File: src/rtl/tqv_gpio_irq.sv
// GPIO and interrupt controller for the tinyQV peripheral bus: OUT/IN/OUT_SEL
// registers, per-pin edge/level interrupt detection with sticky pending bits.
module tqv_gpio_irq #(
    parameter int               WIDTH         = 8,
    parameter int               SYNC_STAGES   = 2,
    parameter logic [WIDTH-1:0] OUT_SEL_RESET = '0
) (
    input  logic             clk,
    input  logic             rstn,
    input  logic             sel,
    input  logic [3:0]       addr,
    input  logic [1:0]       write_n,
    input  logic [1:0]       read_n,
    input  logic [31:0]      data_in,
    output logic [31:0]      data_out,
    input  logic [WIDTH-1:0] gpio_in,
    output logic [WIDTH-1:0] gpio_out,
    output logic [WIDTH-1:0] gpio_out_sel,
    output logic             irq
);

    typedef enum logic [1:0] {
        MODE_LEVEL = 2'b00,
        MODE_RISE  = 2'b01,
        MODE_FALL  = 2'b10,
        MODE_BOTH  = 2'b11
    } mode_e;

    localparam logic [3:0] ADDR_OUT     = 4'd0;
    localparam logic [3:0] ADDR_IN      = 4'd1;
    localparam logic [3:0] ADDR_OUT_SEL = 4'd2;
    localparam logic [3:0] ADDR_MODE    = 4'd3;
    localparam logic [3:0] ADDR_ENABLE  = 4'd4;
    localparam logic [3:0] ADDR_PENDING = 4'd5;
    localparam logic [3:0] ADDR_SET     = 4'd6;
    localparam logic [3:0] ADDR_CLR     = 4'd7;
    localparam logic [3:0] ADDR_TOGGLE  = 4'd8;

    localparam logic [2:0] GUARD_DONE = 3'(SYNC_STAGES + 1);

    logic [WIDTH-1:0]   out_q, out_d;
    logic [WIDTH-1:0]   out_sel_q, out_sel_d;
    logic [2*WIDTH-1:0] mode_q, mode_d;
    logic [WIDTH-1:0]   enable_q, enable_d;
    logic [WIDTH-1:0]   pending_q, pending_d;
    logic [WIDTH-1:0]   sync_chain_q [SYNC_STAGES];
    logic [WIDTH-1:0]   prev_q;
    logic [2:0]         guard_q, guard_d;
    logic               irq_q;

    logic [WIDTH-1:0] sync_q;
    logic [WIDTH-1:0] rise, fall, set_cond, w1c_clr;
    logic             wr_en, edge_en;
    logic [31:0]      wmask, wdata;

    logic unused_read_n;
    assign unused_read_n = ^read_n;

    assign sync_q  = sync_chain_q[SYNC_STAGES-1];
    assign edge_en = (guard_q == GUARD_DONE);
    assign rise    = edge_en ? (sync_q & ~prev_q) : '0;
    assign fall    = edge_en ? (~sync_q & prev_q) : '0;
    assign guard_d = edge_en ? guard_q : guard_q + 3'd1;

    assign wr_en = sel && (write_n != 2'b11);
    assign wdata = data_in & wmask;

    always_comb begin
        case (write_n)
            2'b00:   wmask = 32'h0000_00FF;
            2'b01:   wmask = 32'h0000_FFFF;
            2'b10:   wmask = 32'hFFFF_FFFF;
            default: wmask = 32'h0000_0000;
        endcase
    end

    // NOTE: every output of a combinational block gets a default first, so no path leaves it unassigned (no latch).
    always_comb begin
        set_cond = '0;
        for (int i = 0; i < WIDTH; i++) begin
            case (mode_e'(mode_q[2*i +: 2]))
                MODE_LEVEL: set_cond[i] = sync_q[i];
                MODE_RISE:  set_cond[i] = rise[i];
                MODE_FALL:  set_cond[i] = fall[i];
                default:    set_cond[i] = rise[i] | fall[i];
            endcase
        end
    end

    always_comb begin
        out_d     = out_q;
        out_sel_d = out_sel_q;
        mode_d    = mode_q;
        enable_d  = enable_q;
        w1c_clr   = '0;
        if (wr_en) begin
            case (addr)
                ADDR_OUT:     out_d     = WIDTH'((32'(out_q) & ~wmask) | wdata);
                ADDR_OUT_SEL: out_sel_d = WIDTH'((32'(out_sel_q) & ~wmask) | wdata);
                ADDR_MODE:    mode_d    = (2*WIDTH)'((32'(mode_q) & ~wmask) | wdata);
                ADDR_ENABLE:  enable_d  = WIDTH'((32'(enable_q) & ~wmask) | wdata);
                ADDR_PENDING: w1c_clr   = WIDTH'(wdata);
                ADDR_SET:     out_d     = out_q | WIDTH'(wdata);
                ADDR_CLR:     out_d     = out_q & ~WIDTH'(wdata);
                ADDR_TOGGLE:  out_d     = out_q ^ WIDTH'(wdata);
                default:      ;
            endcase
        end
        // A new set condition overrides a simultaneous W1C of the same bit.
        pending_d = (pending_q & ~w1c_clr) | set_cond;
    end

    // NOTE: state updates use non-blocking assignments so every flop samples pre-edge values.
    always_ff @(posedge clk or negedge rstn) begin
        if (!rstn) begin
            out_q     <= '0;
            out_sel_q <= OUT_SEL_RESET;
            mode_q    <= '0;
            enable_q  <= '0;
            pending_q <= '0;
            prev_q    <= '0;
            guard_q   <= '0;
            irq_q     <= 1'b0;
            // NOTE: the synchroniser is a handful of flops, not a RAM, so it is reset like any other state.
            for (int s = 0; s < SYNC_STAGES; s++) sync_chain_q[s] <= '0;
        end else begin
            out_q     <= out_d;
            out_sel_q <= out_sel_d;
            mode_q    <= mode_d;
            enable_q  <= enable_d;
            pending_q <= pending_d;
            prev_q    <= sync_q;
            guard_q   <= guard_d;
            irq_q     <= |(pending_q & enable_q);
            sync_chain_q[0] <= gpio_in;
            for (int s = 1; s < SYNC_STAGES; s++) sync_chain_q[s] <= sync_chain_q[s-1];
        end
    end

    always_comb begin
        data_out = '0;
        if (sel) begin
            case (addr)
                ADDR_OUT:     data_out = 32'(out_q);
                ADDR_IN:      data_out = 32'(sync_q);
                ADDR_OUT_SEL: data_out = 32'(out_sel_q);
                ADDR_MODE:    data_out = 32'(mode_q);
                ADDR_ENABLE:  data_out = 32'(enable_q);
                ADDR_PENDING: data_out = 32'(pending_q);
                ADDR_SET, ADDR_CLR, ADDR_TOGGLE: data_out = '0;
                default:      data_out = 32'hFFFF_FFFF;
            endcase
        end
    end

    assign gpio_out     = out_q;
    assign gpio_out_sel = out_sel_q;
    assign irq          = irq_q;

endmodule
File: config.mk
export PLATFORM = sky130hd
export DESIGN_NAME = tqv_gpio_irq
export DESIGN_NICKNAME = d
export VERILOG_FILES = /design/src/rtl/tqv_gpio_irq.sv
export SDC_FILE = /design/constraint.sdc
export NUM_CORES = 1
export LEC_CHECK = 0
export CAP_MARGIN = 10
export CORE_AREA = 2 2 116 73
export DETAILED_ROUTE_END_ITERATION = 10
export DIE_AREA = 0 0 118 75
export PLACE_DENSITY = 0.81
export REMOVE_ABC_BUFFERS = 1
export SLEW_MARGIN = 40
export SYNTH_ARGS = -nofsm -noshare
export SYNTH_HDL_FRONTEND = slang
export SYNTH_SLANG_ARGS = --single-unit
File: constraint.sdc
create_clock -name clk -period 5.9 [get_ports clk]
set_input_delay 1.18 -clock clk [delete_from_list [all_inputs] [get_ports clk]]
set_output_delay 1.18 -clock clk [all_outputs]
set_load 0.02 [all_outputs]
==> impl_metrics.py <==
metrics = {
    "pwr": {
        "internal_power_mw": 1.169,
        "pwr-share-comb": 0.224,
        "p_leak_nw": 2.087,
        "power.switching_mw": 0.4645,
        "seqPwrFrac": 0.411,
        "p_per_area_nw_per_um2": 327.9,
        "total_power_mw": 1.633,
        "vdd_drop_max_mv": 0.2227,
        "power_frac_clock": 0.365,
        "p_sw_frac": 0.2844,
    },
    "synthesis": {
        "yosysMostFrequentCell": "dfrtp_1",
        "yosysSeqAreaShare": 0.4898,
        "avgSynthCellArea_um2": 11.32,
        "ys_seq_elements": 76,
        "async_reset_ff_frac": 1.000,
        "netlist_instances": 343,
        "synth_area_um2": 3882,
        "synth_edf_count": 0,
        "yosysTopAreaCellShare": 0.4898,
        "ys_warn_count": 0,
        "ys.flop_type": "dfrtp_1",
        "synthTopCellsByCount": "76 x dfrtp_1, 31 x mux2_2, 18 x nand2b_1",
        "synth_top_cells_by_area": "dfrtp_1 49%, mux2_2 9.0%, a221o_1 4.1%, ha_1 3.5%, buf_4 3.3%",
        "yosys.area.top_type": "dfrtp_1",
        "synth_cell_types": 45,
    },
    "route": {
        "vias": 3074,
        "totalWireLength_mm": 9.836,
        "postRouteAntennaNets": 0,
        "wl_per_cell_um": 19.03,
        "vias_per_cell": 5.946,
        "drt_iter0_markers": 346,
        "drt_first_pass_iters": 7,
        "drcViolationCount": 0,
    },
    "timing": {
        "hold_slack_ns": 0.3473,
        "drv_slew": 0,
        "setup_violations": 0,
        "worst_pin_slew_ns": 0.7626,
        "fin_crit_sh": 0.8337,
        "timing.final.ws_setup_ns": 0.9809,
        "relSlewSlack": 0.4916,
        "finalClockSkew_ns": 0.005459,
        "hold_viol": 0,
        "setup_tns_ns": 0,
        "post-route-min-period_ns": 4.919,
        "rsz0062_at_grt": "no",
        "clock.fmax_ghz": 0.2033,
    },
    "floorplan": {
        "io_pins": 100,
        "rows": 25,
        "start_util": 0.5025,
        "core_um2": 7726,
        "fp.dieArea_um2": 8850,
        "die_h_um": 75,
        "fp.dieW_um": 118,
    },
    "place": {
        "hpwl_mm": 6.824,
        "pre_cts_ws_ns": 1.007,
        "place_congestion": 0.9195,
        "placed_area_um2": 4656,
        "place_inst": 501,
        "io_buffers": 81,
    },
    "global_route": {
        "grt_first_pass_wirelength_mm": 15.66,
        "grt_usage": 0.2347,
        "grt_pass1_vias": 2991,
        "grt_max_degree": 77,
        "overflow": 0,
        "antenna_found_initial": 0,
    },
    "clocking": {
        "cts_hold_buf": 0,
        "root_buffer": "clkbuf_16",
        "cts_buffer_depth": 2,
        "cts.repair.resized": 0,
        "cts.htree.levels": 3,
        "cts_setup_buffers": 0,
        "clock_latency_ns": 0.34,
        "cts_tree": "done",
        "clock-sinks": 76,
        "cts.clk_slew.worst_paths_ns": 0.06,
        "cts_made_buffers": 9,
    },
    "worst_setup_path": {
        "crit_fanout": 24,
        "start_kind": "primary input",
        "crit_arrival_ns": 3.74,
        "required_ns": 4.72,
        "worstSetupPathType": "in -> out",
        "worstSetupEndpointType": "primary output",
    },
    "min_path": {
        "hold_path_class": "reg -> reg",
    },
    "finish": {
        "fin_util": 0.6447,
        "drive_gt1_frac": 0.1418,
        "diodes": 0,
        "syn2layout_area_growth_pct": 28.30,
        "fin_area_um2": 4981,
        "n_fill_cell": 604,
        "instances_no_fill": 517,
        "fin_nets": 466,
    },
    "flow_run": {
        "cap_violations": 0,
    },
    "outcome": {
        "status": "complete, no violations",
    },
}
metal layers:
| layer | track usage | vias to the layer above | part of all wire |
|---|---|---|---|
| met3 | 0.07348 | 9 | 0.090 |
| li1 | - | 1393 | - |
| met2 | 0.3605 | 154 | 0.44 |
| met5 | 0 | - | 0 |
| met4 | 0.08166 | 0 | 0.0079 |
| met1 | 0.3217 | 1518 | 0.46 |
final timing paths:
kind	to	cells past startpoint	slack [ns]	from
hold reg to reg	sync_q[5]$_DFF_PN0_	0	0.35	sync_chain_q[13]$_DFF_PN0_
setup / recovery	data_out[10]	6	0.98	addr[1]
hold / removal	sync_q[5]$_DFF_PN0_	0	0.35	sync_chain_q[13]$_DFF_PN0_
min in group asynchronous	sync_q[3]$_DFF_PN0_	1	0.85	rstn
max in group asynchronous	sync_q[0]$_DFF_PN0_	1	4.57	rstn
setup reg to reg	pending_q[4]$_DFF_PN0_	5	4.07	guard_q[0]$_DFFE_PN0N_
kinds of logic (layout without fill, tap and decap cells):
| logic type | count (synthesis) | count (layout) | synth area share |
|---|---|---|---|
| AND/OR/NAND/NOR | 92 | 92 | 0.1370 |
| XOR/XNOR | 1 | 1 | 0.002256 |
| flip-flops | 76 | 76 | 0.4898 |
| adder cells (fa/ha/maj) | 11 | 11 | 0.03545 |
| AO/OA/AOI/OAI | 85 | 85 | 0.1640 |
| buffers and inverters | 38 | 104 | 0.05769 |
| multiplexers | 40 | 40 | 0.1138 |
cell usage in the layout (no fill, tap or decap), types with 3 or more instances in the layout:
master / n
clkbuf_16: 9
nand2_1: 17
buf_4: 5
nor3_1: 3
a32oi_1: 4
a21oi_1: 14
nor2_1: 17
nand2b_1: 18
nand3b_1: 8
a22oi_1: 6
nand3_1: 8
a221o_1: 16
nor3b_1: 3
ha_1: 11
o22ai_1: 9
o221ai_1: 6
o21ai_0: 7
clkdlybuf4s50_1: 80
a22o_1: 8
mux2_2: 31
dfrtp_1: 76
a21o_1: 8
mux2i_1: 7
power by group through the flow:
stage / logic [mW] / registers (mW) / clock network (mW)
2_1_floorplan: 0.170 / 0.688 / 0
3_3_place_gp: 0.352 / 0.672 / 0
3_5_place_dp: 0.364 / 0.677 / 0
4_1_cts: 0.366 / 0.669 / 0.607
5_1_grt: 0.396 / 0.680 / 0.627
6_report: 0.366 / 0.672 / 0.596
cell type report:
| type | count | area, um2 | share of cell area |
|---|---|---|---|
| flip-flops and latches | 76 | 1902 | 0.3818 |
| multi-input cells | 229 | 1762 | 0.3537 |
| repair buffers | 86 | 849.6 | 0.1706 |
| clock buffers | 10 | 239.0 | 0.04798 |
| well taps | 108 | 135.1 | 0.02713 |
| clock inverters | 6 | 86.33 | 0.01733 |
| inverters | 2 | 7.507 | 0.001507 |
critical path: stages:
cell and delay [ns]:
clkdlybuf4s50_1 0.60, buf_4 0.25, or3_1 0.24, and3_1 0.69, a21o_1 0.16, clkdlybuf4s50_1 0.62
Power figures use the tool's default switching activity.
